`src/rtl/cpu_ctrl_pkg.sv`:
```
// Shared control definitions: sequencer state encoding, PC width default, next-PC select codes.
// Latency: n/a (types and a pure function only).
// Backpressure: n/a.
package cpu_ctrl_pkg;

    localparam int PC_WIDTH_DEF = 32;

    typedef enum logic [2:0] {
        ST_IDLE   = 3'd0,
        ST_FETCH  = 3'd1,
        ST_DECODE = 3'd2,
        ST_EXEC   = 3'd3,
        ST_WB     = 3'd4,
        ST_HALT   = 3'd5,
        ST_ERROR  = 3'd6
    } state_e;

    typedef enum logic [1:0] {
        NPC_SEQ    = 2'd0,
        NPC_SKIP   = 2'd1,
        NPC_BRANCH = 2'd2
    } npc_sel_e;

    // A taken branch overrides a conditional skip; otherwise advance sequentially.
    function automatic npc_sel_e npc_select(input logic branch, input logic skip);
        npc_sel_e sel;
        sel = NPC_SEQ;
        if (branch) begin
            sel = NPC_BRANCH;
        end else if (skip) begin
            sel = NPC_SKIP;
        end
        return sel;
    endfunction

endpackage

```
`src/rtl/ack_watchdog.sv`:
```
// Ack-wait watchdog: counts cycles spent waiting for an ack, flags the cycle that reaches the limit.
// Latency: timeout_o is combinational on the current count and count enable.
// Backpressure: none; the owner decides what an expired wait means.
module ack_watchdog #(
    parameter int ACK_TIMEOUT = 255
) (
    input  logic clk,
    input  logic reset,
    input  logic clr_i,
    input  logic cnt_en_i,
    output logic timeout_o
);

    localparam int CW = (ACK_TIMEOUT < 2) ? 1 : $clog2(ACK_TIMEOUT);
    localparam logic [CW-1:0] LAST = CW'(ACK_TIMEOUT - 1);

    logic [CW-1:0] cnt_q;
    logic [CW-1:0] cnt_d;

    // The wait that would bring the count to ACK_TIMEOUT is the expiring one.
    assign timeout_o = cnt_en_i && (cnt_q == LAST);

    // Clear wins over counting; the counter saturates at the last value.
    always_comb begin
        cnt_d = cnt_q;
        if (clr_i) begin
            cnt_d = '0;
        end else if (cnt_en_i && (cnt_q != LAST)) begin
            cnt_d = cnt_q + 1'b1;
        end
    end

    // Count register.
    always_ff @(posedge clk or posedge reset) begin
        if (reset) begin
            cnt_q <= '0;
        end else begin
            cnt_q <= cnt_d;
        end
    end

endmodule

```
`src/rtl/stage_sequencer.sv`:
```
// Sequences fetch/decode/execute/writeback with one-cycle enables; owns PC and retired count.
// Latency: 4 cycles per instruction minimum; each ex_busy or ack-wait cycle adds one.
// Backpressure: waits on imem_ack, ex_busy and wb_ack; an ack wait of ACK_TIMEOUT cycles -> ERROR.
module stage_sequencer
    import cpu_ctrl_pkg::*;
#(
    parameter int                   PC_WIDTH    = PC_WIDTH_DEF,
    parameter logic [PC_WIDTH-1:0]  RESET_PC    = '0,
    parameter int                   ACK_TIMEOUT = 255
) (
    input  logic                clk,
    input  logic                reset,
    input  logic                run,
    output logic                imem_req,
    input  logic                imem_ack,
    output logic                if_en,
    output logic                id_en,
    output logic                ex_en,
    input  logic                ex_busy,
    input  logic                branch_valid,
    input  logic [PC_WIDTH-1:0] branch_target,
    input  logic                skip_next,
    input  logic                halt_req,
    output logic                wb_req,
    input  logic                wb_ack,
    output logic                wb_en,
    output logic [PC_WIDTH-1:0] pc,
    output logic [31:0]         retired,
    output logic                halted,
    output logic                error
);

    localparam logic [PC_WIDTH-1:0] PC_ONE = 1;
    localparam logic [PC_WIDTH-1:0] PC_TWO = 2;

    state_e              state_q,     state_d;
    logic [PC_WIDTH-1:0] pc_q,        pc_d;
    logic [31:0]         retired_q,   retired_d;
    npc_sel_e            npc_sel_q,   npc_sel_d;
    logic [PC_WIDTH-1:0] target_q,    target_d;
    logic                halt_pend_q, halt_pend_d;
    logic                ex_first_q,  ex_first_d;

    logic wd_cnt_en;
    logic wd_timeout;

    // Any state change restarts the wait count, so FETCH and WB each start from zero.
    ack_watchdog #(
        .ACK_TIMEOUT (ACK_TIMEOUT)
    ) u_watchdog (
        .clk       (clk),
        .reset     (reset),
        .clr_i     (state_d != state_q),
        .cnt_en_i  (wd_cnt_en),
        .timeout_o (wd_timeout)
    );

    assign pc      = pc_q;
    assign retired = retired_q;
    assign halted  = (state_q == ST_HALT);
    assign error   = (state_q == ST_ERROR);

    // Next state, strobes and the WB-time PC/retired update.
    always_comb begin
        state_d     = state_q;
        pc_d        = pc_q;
        retired_d   = retired_q;
        npc_sel_d   = npc_sel_q;
        target_d    = target_q;
        halt_pend_d = halt_pend_q;
        ex_first_d  = 1'b0;
        imem_req    = 1'b0;
        if_en       = 1'b0;
        id_en       = 1'b0;
        ex_en       = 1'b0;
        wb_req      = 1'b0;
        wb_en       = 1'b0;
        wd_cnt_en   = 1'b0;

        if (halt_req && (state_q inside {ST_DECODE, ST_EXEC, ST_WB})) begin
            halt_pend_d = 1'b1;
        end

        case (state_q)
            ST_IDLE: begin
                if (run) begin
                    state_d = ST_FETCH;
                end
            end
            ST_FETCH: begin
                imem_req = 1'b1;
                if (imem_ack) begin
                    if_en   = 1'b1;
                    state_d = ST_DECODE;
                end else begin
                    wd_cnt_en = 1'b1;
                    if (wd_timeout) begin
                        state_d = ST_ERROR;
                    end
                end
            end
            ST_DECODE: begin
                id_en      = 1'b1;
                ex_first_d = 1'b1;
                state_d    = ST_EXEC;
            end
            ST_EXEC: begin
                ex_en = ex_first_q;
                if (!ex_busy) begin
                    npc_sel_d = npc_select(branch_valid, skip_next);
                    target_d  = branch_target;
                    state_d   = ST_WB;
                end
            end
            ST_WB: begin
                wb_req = 1'b1;
                if (wb_ack) begin
                    wb_en     = 1'b1;
                    retired_d = retired_q + 32'd1;
                    case (npc_sel_q)
                        NPC_BRANCH: pc_d = target_q;
                        NPC_SKIP:   pc_d = pc_q + PC_TWO;
                        default:    pc_d = pc_q + PC_ONE;
                    endcase
                    halt_pend_d = 1'b0;
                    if (halt_pend_q || halt_req) begin
                        state_d = ST_HALT;
                    end else if (!run) begin
                        state_d = ST_IDLE;
                    end else begin
                        state_d = ST_FETCH;
                    end
                end else begin
                    wd_cnt_en = 1'b1;
                    if (wd_timeout) begin
                        state_d = ST_ERROR;
                    end
                end
            end
            ST_HALT, ST_ERROR: begin
                state_d = state_q;
            end
            default: begin
                state_d = ST_ERROR;
            end
        endcase
    end

    // State, PC, retired count and per-instruction latches.
    always_ff @(posedge clk or posedge reset) begin
        if (reset) begin
            state_q     <= ST_IDLE;
            pc_q        <= RESET_PC;
            retired_q   <= '0;
            npc_sel_q   <= NPC_SEQ;
            target_q    <= '0;
            halt_pend_q <= 1'b0;
            ex_first_q  <= 1'b0;
        end else begin
            state_q     <= state_d;
            pc_q        <= pc_d;
            retired_q   <= retired_d;
            npc_sel_q   <= npc_sel_d;
            target_q    <= target_d;
            halt_pend_q <= halt_pend_d;
            ex_first_q  <= ex_first_d;
        end
    end

endmodule

```
`config.mk`:
```
export PLATFORM = sky130hd
export DESIGN_NAME = stage_sequencer
export DESIGN_NICKNAME = d
export VERILOG_FILES = /design/src/rtl/cpu_ctrl_pkg.sv /design/src/rtl/ack_watchdog.sv /design/src/rtl/stage_sequencer.sv
export SDC_FILE = /design/constraint.sdc
export NUM_CORES = 1
export LEC_CHECK = 0
export CAP_MARGIN = 20
export CORE_ASPECT_RATIO = 2
export CORE_MARGIN = 4
export CORE_UTILIZATION = 40
export DETAILED_ROUTE_END_ITERATION = 6
export MAX_ROUTING_LAYER = met4
export PLACE_DENSITY = 0.73
export SLEW_MARGIN = 20
export SYNTH_ARGS = -nofsm -noshare
export SYNTH_HDL_FRONTEND = slang
export SYNTH_HIERARCHICAL = 1
export SYNTH_SLANG_ARGS = --single-unit
```
`constraint.sdc`:
```
create_clock -name clk -period 7.3 [get_ports clk]
set_input_delay 1.46 -clock clk [delete_from_list [all_inputs] [get_ports clk]]
set_output_delay 1.46 -clock clk [all_outputs]
set_load 0.05 [all_outputs]
```
# After elaboration in Yosys (flattened, before gate mapping)
# Index checks and enable logic that the tools add are counted.
[word_totals]
regBits = 111
in_bits = 41
out_inout_bits = 72
word_cells = 61
[op_classes]
add_sub_neg = 4
eq_ne = 11
mux = 27
bitwise = 1
reduce_logical = 10
[op_table]
columns = ["op", "n"]
rows = [
  ["$add A32 B1 Y32 const B", 2],
  ["$pmux W32 S2", 1],
  ["$add A32 B2 Y32 const B", 1],
  ["$mux W3", 6],
  ["$pmux W3 S6", 1],
  ["$mux W8", 2],
  ["$mux W1", 15],
  ["$eq A3 B3 Y1 const B", 3],
  ["$add A8 B1 Y8 const B", 1],
  ["$eq A8 B8 Y1 const B", 1],
  ["$ne A8 B8 Y1 const B", 1],
  ["$eq A3 B2 Y1 const B", 2],
  ["$reduce_and A2 Y1", 2],
  ["$eq A3 B1 Y1 const B", 1],
  ["$logic_and A1 B1 Y1", 3],
  ["$logic_not A3 Y1", 1],
  ["$ne A3 B3 Y1", 1],
  ["$reduce_bool A3 Y1", 1],
  ["$eq A2 B1 Y1 const B", 1],
  ["$eq A2 B2 Y1 const B", 1],
  ["$mux W2", 1],
  ["$pmux W1 S2", 1],
  ["$reduce_bool A2 Y1", 1],
  ["$reduce_or A2 Y1", 1],
  ["other kinds (2)", 2],
]

# Logic depth before layout (Yosys ltp)
# Gate-level depths: netlist of run 1.
[depth]
word_depth = 8
mapped_depth = 13
ltp_nobuf = 11

# Modules after synthesis
# The synthesis of run 1 kept the hierarchy.
[by_module_without_submodules]
columns = ["module", "n_inst", "cells_per_inst", "area_per_inst_um2", "seq_area_each_um2"]
rows = [
  ["stage_sequencer", 1, 639, 5879.4, 2577.5],
  ["ack_watchdog", 1, 50, 483.0, 200.2],
]

# Worst setup path after synthesis of run 1
# No wires, ideal clock.
[synth_timing]
path_kind = "input port to output port"
startpoint = "input wb_ack"
endpoint = "output wb_en"
arrival_ns = 2.732
required_time_ns = 5.840
path_slack_ns = 3.108
path_stages = 5
n_path_buf = 3
cell_sequence = "nand4bb_1 > clkbuf_1 > inv_1 > clkbuf_1 > clkbuf_1"
[synth_between]
elab_chain_len = 2
[synth_lines]
columns = ["item", "line_no", "rtl"]
rows = [
  ["start: declaration", "stage_sequencer.sv:25", "input logic wb_ack,"],
  ["$mux W1", "stage_sequencer.sv:117", "if (wb_ack) begin"],
  ["$mux W1", "stage_sequencer.sv:84", "case (state_q)"],
  ["end: declaration", "stage_sequencer.sv:26", "output logic wb_en,"],
]
# No other way between the ends.

# Final worst setup path of run 1
# Same ends and word-level chain as after synthesis.

==> results.py, run 1 <==
metrics = {
    "place": {
        "dp_hpwl_um": 14000,
        "io_buffer_count": 112,
        "gp_congestion": 1.00,
        "placed_area_um2": 7620,
    },
    "setup_path": {
        "crit_chain": "clkdlybuf4s50_1 -> nand4bb_2 -> inv_1 -> buf_4 -> clkdlybuf4s50_1",
        "rrSetupSlack_ns": 3.68,
        "worstReg2RegStart": "state_q[0]",
        "crit_type": "in2out",
        "crit_start": "wb_ack",
        "crit_required_ns": 5.84,
        "crit_path_start_kind": "primary input",
        "cpPeakStageDelay_ns": 0.87,
        "critPathMaxFanout": 22,
        "cp-end-kind": "primary output",
        "crit_arrival_ns": 3.41,
        "crit_top_cell": "clkdlybuf4s50_1",
        "r2r_end": "u_watchdog/cnt_q[1]",
        "slowest_stage": "clkdlybuf4s50_1",
        "reg2reg_depth": 10,
        "endpoint": "wb_en",
    },
    "power": {
        "combPwrFrac_pct": 48.4,
        "switching_power_mw": 1.52,
        "seq_power_share_pct": 35.8,
        "ir_drop_v": 0.000185,
        "switching_share_pct": 48.8,
        "leakagePower_nw": 3.10,
        "clkPwrFrac_pct": 15.7,
        "powerDensity_nw_per_um2": 392,
        "cellInternalPower_mw": 1.59,
    },
    "route": {
        "detail-route-antenna-nets": 0,
        "vias": 5893,
        "avgViaCountPerCell": 6.00,
        "drt_iter0_drc": 444,
        "drc": 0,
        "routed_wl_um": 19200,
        "first_pass_iters": 5,
        "post_drt_wl_per_cell_um": 19.5,
    },
    "clock_tree": {
        "cts_made_buffers": 9,
        "clock_latency_ns": 0.36,
        "clk_path_buf_depth": 2,
        "clockRootBuffer": "clkbuf_16",
        "cts.htree.levels": 3,
        "cts_resized": 0,
        "cts_hold_buffers": 0,
        "clk_pin_slew_worst_paths_ns": 0.08,
        "cts.sinks": 111,
        "cts_tree": "done",
        "cts_setup_buffers": 0,
    },
    "floorplan": {
        "die-area_um2": 18100,
        "num_io_pins": 113,
        "rows": 65,
        "start_util_pct": 40.5,
        "die_x_um": 97.2,
        "die_h_um": 186,
        "core_region_area_um2": 15700,
    },
    "global_routing": {
        "grt_start_max_net_pins": 76,
        "grt_antenna_before_repair": 0,
        "grt-ovfl-total": 0,
        "grt_pass1_wl_um": 30800,
        "grt_pass1_vias": 5859,
        "grt_use_total_pct": 21.7,
    },
    "timing": {
        "layout_min_cycle_time_ns": 4.87,
        "rsz0062_at_grt": "false",
        "hold_violations": 0,
        "fin_worst_skew_ns": 0.00807,
        "max_freq_mhz": 205,
        "setup_viol": 0,
        "slew_headroom_pct": 24.8,
        "timing.final.max_slew_violations": 0,
        "setup_tns_ns": 0,
        "post-route-period-util_pct": 66.8,
        "worst_pin_slew_ns": 1.12,
    },
    "cells_and_area": {
        "area_growth_pct": 24.7,
        "nNetsFinal": 824,
        "layout_commonest_cell": "clkdlybuf4s50_1",
        "layout-drive-gt1-share_pct": 9.22,
        "antennaDiodeCount": 0,
        "final_cell_mix": "112 x clkdlybuf4s50_1, 111 x dfrtp_1, 58 x nand2_1",
        "stdcell_area_um2": 7930,
    },
    "yosys": {
        "ys_types": 72,
        "yosys-top-cells-area": "dfrtp_1 44%, mux2_2 5.8%, a21oi_1 4.2%",
        "ys_seq_area_share_pct": 43.7,
        "syn_inst": 689,
        "synth-edff-count": 0,
        "yosysTopAreaCell": "dfrtp_1",
        "synth-seq-cells": 111,
        "synth_nets": 737,
        "yosysWarnings": 6,
        "ys.flop_type": "dfrtp_1",
        "netlist.area_leader.share_pct": 43.7,
        "async_flop_share_pct": 100,
        "synth_area_um2": 6360,
        "synth_area_per_cell_um2": 9.23,
    },
    "worst_hold_path": {
        "hp-class": "reg2reg",
    },
    "status": {
        "status": "complete, no violations",
    },
    "flow_run": {
        "drv_cap": 0,
    },
}
[synth_stat cells, types with 8 or more instances]
cell and number:
mux2_2 33, and3_1 18, a211oi_1 11, a31oi_1 8, nor2_1 50, xnor2_1 28
clkbuf_1 31, nand3_1 34, nor4_1 13, nand2_1 58, xor2_1 10, or4_1 9
dfrtp_1 111, a21oi_1 53, nor3_1 20, o21ai_0 30, inv_1 18, nand4_1 28
[final cells by class]
| class | count | area [µm²] |
|---|---|---|
| inverters | 18 | 70.1 |
| multi-input cells | 516 | 3340 |
| fillers | 1457 | 7760 |
| repair buffers | 120 | 1200 |
| flip-flops and latches | 111 | 2780 |
| clock inverters | 7 | 63.8 |
| clock buffers | 9 | 225 |
| well taps | 201 | 251 |
[sequential cells by signal, indices dropped and copies added (netlist names)]
name,flops
pc,32
retired,32
target_q,32
u_watchdog/cnt_q,8
state_q,3
npc_sel_q,2
ex_first_q,1
halt_pend_q,1
[how the worst min path moves through the flow]
stage | start | to | slack, ns | cells past startpoint
5_1_grt | retired[31] | retired[31] | 0.51 | 1
2_1_floorplan | u_watchdog/cnt_q[7] | u_watchdog/cnt_q[7] | 0.45 | 1
3_3_place_gp | retired[31] | retired[31] | 0.46 | 1
4_1_cts | retired[31] | retired[31] | 0.48 | 1
6_report | retired[31] | retired[31] | 0.48 | 1
3_5_place_dp | retired[31] | retired[31] | 0.47 | 1
[kinds of logic (layout without fill, tap and decap cells)]
| kind of cell | count (synthesis) | after routing | synth area share [%] |
|---|---|---|---|
| XOR/XNOR | 38 | 38 | 5.23 |
| AND/OR/NAND/NOR | 273 | 273 | 22.5 |
| multiplexers | 38 | 38 | 6.67 |
| AO/OA/AOI/OAI | 160 | 160 | 16.6 |
| buffers and inverters | 62 | 154 | 3.95 |
| flip-flops | 111 | 111 | 43.7 |
| adder cells (fa/ha/maj) | 7 | 7 | 1.38 |
[routing by layer]
layer	track usage [%]	share of wire (%)
met5	-	0
met2	39.1	55
met3	3.14	4.7
met4	12.4	5.8
met1	22.2	35
[power groups by stage]
stage | Combinational [mW] | Sequential (mW) | Clock [mW]
global placement | 1.48 | 1.11 | 0
global route | 1.62 | 1.15 | 0.521
CTS | 1.50 | 1.11 | 0.499
floorplan | 0.850 | 1.26 | 0
finish | 1.51 | 1.12 | 0.490
detailed placement | 1.50 | 1.12 | 0
[worst max-delay path: cells and delay by family]
kind,cells,cell delay [ns]
buf+inv,4,1.79
simple gates,1,0.14
[per-stage QoR]
stage / total power, mW / hold slack [ns] / std cells / worst slack, ns / utilization, %
floorplan: 2.11 / 0.453 / 689 / 3.11 / -
finish: 3.11 / 0.482 / 982 / 2.43 / 50.5
global route: 3.29 / 0.511 / 982 / 2.34 / 50.5
CTS: 3.11 / 0.480 / 981 / 2.45 / 50.4
detailed placement: 2.62 / 0.468 / 965 / 2.30 / 48.5
global placement: 2.59 / 0.460 / 965 / 2.38 / 48.5
Power figures use the tool's default switching activity.
==> run 2: changes to the inputs <==
--- a/config.mk
+++ b/config.mk
@@ -11,7 +11,7 @@
 export CORE_UTILIZATION = 40
 export DETAILED_ROUTE_END_ITERATION = 6
 export MAX_ROUTING_LAYER = met4
-export PLACE_DENSITY = 0.73
+export PLACE_DENSITY = 0.76
 export SLEW_MARGIN = 20
 export SYNTH_ARGS = -nofsm -noshare
 export SYNTH_HDL_FRONTEND = slang
==> constraint.sdc (replaced) <==
create_clock -name clk -period 4.3 [get_ports clk]
set_input_delay 0.86 -clock clk [delete_from_list [all_inputs] [get_ports clk]]
set_output_delay 0.86 -clock clk [all_outputs]
set_load 0.05 [all_outputs]
==> run 2 against run 1 <==
  * Wire length is 2.6% higher
  * Hold slack worse by 0.00098 ns
  * Die area unchanged
  * Combinational power up 75%
  * Worst setup slack got worse by 1.4 ns
  * Via count rose by 2.3%
  * Power up 77%
  * Global-route usage grew 0.33 points
  * Clock power grew 100%
==> results.py, run 2 (synthesis gave the netlist of run 1 again) <==
metrics = {
    "setup_path": {
        "slowest_stage": "clkdlybuf4s50_1",
        "reg2reg_depth": 6,
        "critPathMaxFanout": 4,
        "crit_type": "in2out",
        "cp-end-kind": "primary output",
        "crit_required_ns": 3.44,
        "crit_buf_inv": 2,
        "crit_top_cell": "clkdlybuf4s50_1",
        "crit_arrival_ns": 2.36,
        "crit_path_start_kind": "primary input",
        "cp_top_family": "buffers and inverters",
        "cpPeakStageDelay_ns": 0.80,
        "crit_chain": "clkdlybuf4s50_1 -> and3_1 -> clkdlybuf4s50_1",
        "cp.depth": 3,
    },
    "place": {
        "dp_hpwl_um": 14600,
        "gp_congestion": 0.997,
        "io_buffer_count": 112,
    },
    "clock_tree": {
        "cts_resized": 0,
        "clk_path_buf_depth": 2,
        "cts_made_buffers": 9,
        "cts_tree": "done",
        "cts.htree.levels": 3,
        "clock_latency_ns": 0.36,
        "cts_hold_buffers": 0,
        "cts_setup_buffers": 0,
        "clk_pin_slew_worst_paths_ns": 0.07,
        "cts.sinks": 111,
        "clockRootBuffer": "clkbuf_16",
    },
    "floorplan": {
        "die_x_um": 97.2,
        "core_region_area_um2": 15700,
        "start_util_pct": 40.5,
        "num_io_pins": 113,
        "die_h_um": 186,
        "rows": 65,
        "die-area_um2": 18100,
    },
    "flow_run": {
        "drv_cap": 0,
    },
    "global_routing": {
        "grt_pass1_wl_um": 31100,
        "grt_use_total_pct": 22.1,
        "gr-max-usage-layer": "met2",
        "grt_pass1_vias": 6115,
        "grt-ovfl-total": 0,
        "grt_start_max_net_pins": 57,
        "met3_usage_pct": 3.44,
        "met2_usage_pct": 40.1,
        "grt_antenna_before_repair": 0,
        "met1_usage_pct": 21.3,
    },
    "power": {
        "leakagePower_nw": 3.16,
        "total_power_mw": 5.52,
        "ir_drop_v": 0.000280,
        "powerDensity_nw_per_um2": 687,
    },
    "timing": {
        "post-route-period-util_pct": 75.0,
        "setup_tns_ns": 0,
        "setup_viol": 0,
        "worst_pin_slew_ns": 1.17,
        "rsz0062_at_grt": "false",
        "timing.final.max_slew_violations": 0,
        "layout_min_cycle_time_ns": 3.22,
        "hold_violations": 0,
        "fin_worst_skew_ns": 0.0126,
        "slew_headroom_pct": 21.0,
        "max_freq_mhz": 310,
    },
    "route": {
        "drc": 0,
        "vias": 6027,
        "detail-route-antenna-nets": 0,
        "post_drt_wl_per_cell_um": 19.9,
        "drt_iter0_drc": 534,
        "avgViaCountPerCell": 6.09,
        "first_pass_iters": 7,
        "routed_wl_um": 19700,
    },
    "cells_and_area": {
        "antennaDiodeCount": 0,
        "fill_cells": 1495,
        "final_cell_mix": "111 x dfrtp_1, 111 x clkdlybuf4s50_1, 58 x nand2_1",
        "area_growth_pct": 26.4,
        "multi_input_area_um2": 3340,
        "regArea_um2": 2780,
        "nNetsFinal": 831,
        "layout-drive-gt1-share_pct": 10.2,
    },
    "worst_hold_path": {
        "hp-class": "reg2reg",
        "hold_depth": 1,
    },
    "status": {
        "status": "complete, no violations",
    },
}
run 2: changes by cell type in the layout (fill, tap and decap cells not counted):
cell	previous run	this run
bufinv_16	0	3
buf_4	7	15
buf_12	0	1
clkbuf_8	0	1
clkdlybuf4s50_1	112	111
o21ai_0	29	30
clkinvlp_4	2	1
clkinv_4	2	1
inv_8	2	0
buf_16	1	0
o21ai_1	1	0
run 2: layout make-up:
| class | instances | area share [%] |
|---|---|---|
| Tap cell | 201 | 3.13 |
| Clock buffer | 10 | 2.97 |
| Timing Repair Buffer | 127 | 15.5 |
| Inverter | 18 | 0.871 |
| Multi-Input combinational cell | 516 | 41.6 |
| Sequential cell | 111 | 34.5 |
| Clock inverter | 6 | 1.43 |
run 2: power breakdown:
group	switching, mW	internal (mW)	leakage [nW]
combinational	1.67	0.974	1.58
sequential	0.527	1.37	1.41
clock	0.390	0.589	0.169
total	2.59	2.94	3.16
run 2: worst register-to-register path, delay by kind of cell, from the launching register on:
kind / cells / cell delay [ns]
AND/OR/NAND/NOR: 3 / 1.50
flip-flops: 1 / 0.52
adder cells (fa/ha/maj): 1 / 0.36
multiplexers: 1 / 0.33
AO/OA/AOI/OAI: 1 / 0.16
run 2: stage by stage:
step	hold WS, ns	instance area, µm²	instances	worst slack [ns]	utilization, %
floorplan	0.453	6360	689	0.736	-
global placement	0.459	7690	973	0.915	49.0
detailed placement	0.474	7690	973	0.899	49.0
CTS	0.483	8040	989	1.07	51.2
global route	0.511	8040	989	0.975	51.2
finish	0.481	8040	989	1.08	51.2
run 2: final timing paths:
path	start	to	slack, ns
worst max-delay path	imem_ack	if_en	1.08
worst min-delay path	retired[31]	retired[31]	0.48
worst max register to register	pc[1]	pc[31]	1.35
worst min register to register	retired[31]	retired[31]	0.48
max in group asynchronous	reset	npc_sel_q[1]	2.51
min in group asynchronous	reset	u_watchdog/cnt_q[0]	0.85
run 2: routing by layer:
layer	routed length (µm)	vias up
li1	-	2743
met1	6650	2930
met2	10800	268
met3	1030	86
met4	1200	0
met5	0	-
==> run 3: changes to the inputs <==
--- a/config.mk
+++ b/config.mk
@@ -11,7 +11,7 @@
 export CORE_UTILIZATION = 40
 export DETAILED_ROUTE_END_ITERATION = 6
 export MAX_ROUTING_LAYER = met4
-export PLACE_DENSITY = 0.76
+export PLACE_DENSITY = 0.73
 export SLEW_MARGIN = 20
 export SYNTH_ARGS = -nofsm -noshare
 export SYNTH_HDL_FRONTEND = slang
==> constraint.sdc (replaced) <==
create_clock -name clk -period 3.1 [get_ports clk]
set_input_delay 0.62 -clock clk [delete_from_list [all_inputs] [get_ports clk]]
set_output_delay 0.62 -clock clk [all_outputs]
set_load 0.05 [all_outputs]
==> run 3 against run 2 <==
  * Sequential share of layout area fell by 0.70 points
  * Wire length rose by 2.6%
  * First-iteration DRC count fell by 11%
  * Largest cell class unchanged
  * Register-to-register slack got worse by 0.95 ns
  * Hold slack got worse by 0.010 ns
==> results.py, run 3 (synthesis gave the netlist of run 1 again) <==
metrics = {
    "route": {
        "detail-route-antenna-nets": 0,
        "routed_wl_um": 20200,
        "post_drt_wl_per_cell_um": 20.0,
        "vias": 6002,
        "avgViaCountPerCell": 5.94,
        "drc": 0,
        "drt_iter0_drc": 476,
        "first_pass_iters": 5,
    },
    "timing": {
        "setup_viol": 0,
        "setup_ws_ns": 0.224,
        "rsz0062_at_grt": "false",
        "setup_tns_ns": 0,
        "layout_min_cycle_time_ns": 2.88,
        "post-route-period-util_pct": 92.8,
        "timing.final.max_slew_violations": 0,
        "max_freq_mhz": 348,
        "hold_slack_ns": 0.470,
        "hold_violations": 0,
        "fin_worst_skew_ns": 0.00857,
        "slew_headroom_pct": 51.0,
        "worst_pin_slew_ns": 0.734,
    },
    "setup_path": {
        "crit_path_start_kind": "flop",
        "cp-end-kind": "primary output",
        "crit_required_ns": 2.48,
        "critPathMaxFanout": 12,
        "crit_arrival_ns": 2.26,
        "crit_type": "reg2out",
    },
    "place": {
        "dp_hpwl_um": 15100,
        "preCtsSetupSlack_ns": 0.122,
        "io_buffer_count": 112,
        "gp_congestion": 1.06,
    },
    "clock_tree": {
        "cts_tree": "done",
        "cts_hold_buffers": 0,
        "clk_path_buf_depth": 2,
        "clockRootBuffer": "clkbuf_16",
        "cts_made_buffers": 9,
        "clock_latency_ns": 0.36,
        "clk_pin_slew_worst_paths_ns": 0.08,
        "cts_resized": 0,
        "cts.htree.levels": 3,
        "cts_setup_buffers": 0,
        "cts.sinks": 111,
    },
    "floorplan": {
        "start_util_pct": 40.5,
        "die_x_um": 97.2,
        "rows": 65,
        "die-area_um2": 18100,
        "num_io_pins": 113,
        "core_region_area_um2": 15700,
        "die_h_um": 186,
    },
    "cells_and_area": {
        "antennaDiodeCount": 0,
        "layout-drive-gt1-share_pct": 12.6,
        "final_cell_mix": "111 x dfrtp_1, 111 x clkdlybuf4s50_1, 58 x nand2_1",
        "nNetsFinal": 854,
        "area_growth_pct": 29.0,
    },
    "status": {
        "status": "complete, no violations",
    },
    "global_routing": {
        "met2_usage_pct": 41.0,
        "grt_pass1_vias": 6026,
        "met3_usage_pct": 3.55,
        "met1_usage_pct": 23.6,
        "grt-ovfl-total": 0,
        "grt_pass1_wl_um": 32400,
        "gr-max-usage-layer": "met2",
        "grt_use_total_pct": 23.2,
        "grt_antenna_before_repair": 0,
        "grt_start_max_net_pins": 40,
    },
    "worst_hold_path": {
        "hp-class": "reg2reg",
    },
    "power": {
        "powerDensity_nw_per_um2": 932,
        "ir_drop_v": 0.000459,
        "leakagePower_nw": 3.27,
    },
    "flow_run": {
        "drv_cap": 0,
    },
}
-- run 3: changes by cell type in the layout (fill, tap and decap cells not counted) --
cell       delta
clkinv_4      +2
buf_4        +19
inv_4         -1
clkbuf_8      -1
buf_12        +4
bufinv_16     -2
clkinv_2      +1
-- run 3: stage by stage --
stage                     area [µm²]  power, mW  std cells  utilization, %
after floorplan                 6370       4.98        689               -
after global placement          7910       6.40        996            50.4
after detailed placement        7910       6.44        996            50.4
after CTS                       8210       7.64       1011            52.3
after global routing            8210       8.09       1011            52.3
final                           8210       7.65       1011            52.3
-- run 3: routing by layer --
metal / part of all wire (%) / up-vias
met3: 5.1 / 77
met4: 6.3 / 0
met1: 35 / 2907
met2: 54 / 236
met5: 0 / -
li1: - / 2782
-- run 3: area by class of cell --
cell class | count | area, µm²
inverters | 18 | 71.3
fillers | 1417 | 7490
well taps | 201 | 251
repair buffers | 150 | 1470
clock inverters | 6 | 70.1
flip-flops and latches | 111 | 2780
clock buffers | 9 | 225
multi-input cells | 516 | 3340
-- run 3: path summary, 6_finish.rpt --
kind,start,to,slack [ns],cells past startpoint
min in group asynchronous,reset,u_watchdog/cnt_q[7],0.60,2
setup / recovery,state_q[1],id_en,0.22,3
max in group asynchronous,reset,target_q[14],1.72,3
hold reg to reg,retired[31],retired[31],0.47,1
hold / removal,retired[31],retired[31],0.47,1
setup reg to reg,u_watchdog/cnt_q[0],u_watchdog/cnt_q[0],0.40,12
-- run 3: worst max-delay path, stage by stage, from the launching register on --
cell	delay, ns
dfrtp_1	0.53
inv_1	0.22
nor3_1	0.28
clkdlybuf4s50_1	0.85
-- run 3: power breakdown --
part	internal, mW	leakage (nW)	switching (mW)
combinational	1.49	1.71	2.38
sequential	1.91	1.41	0.685
clock	0.629	0.146	0.554
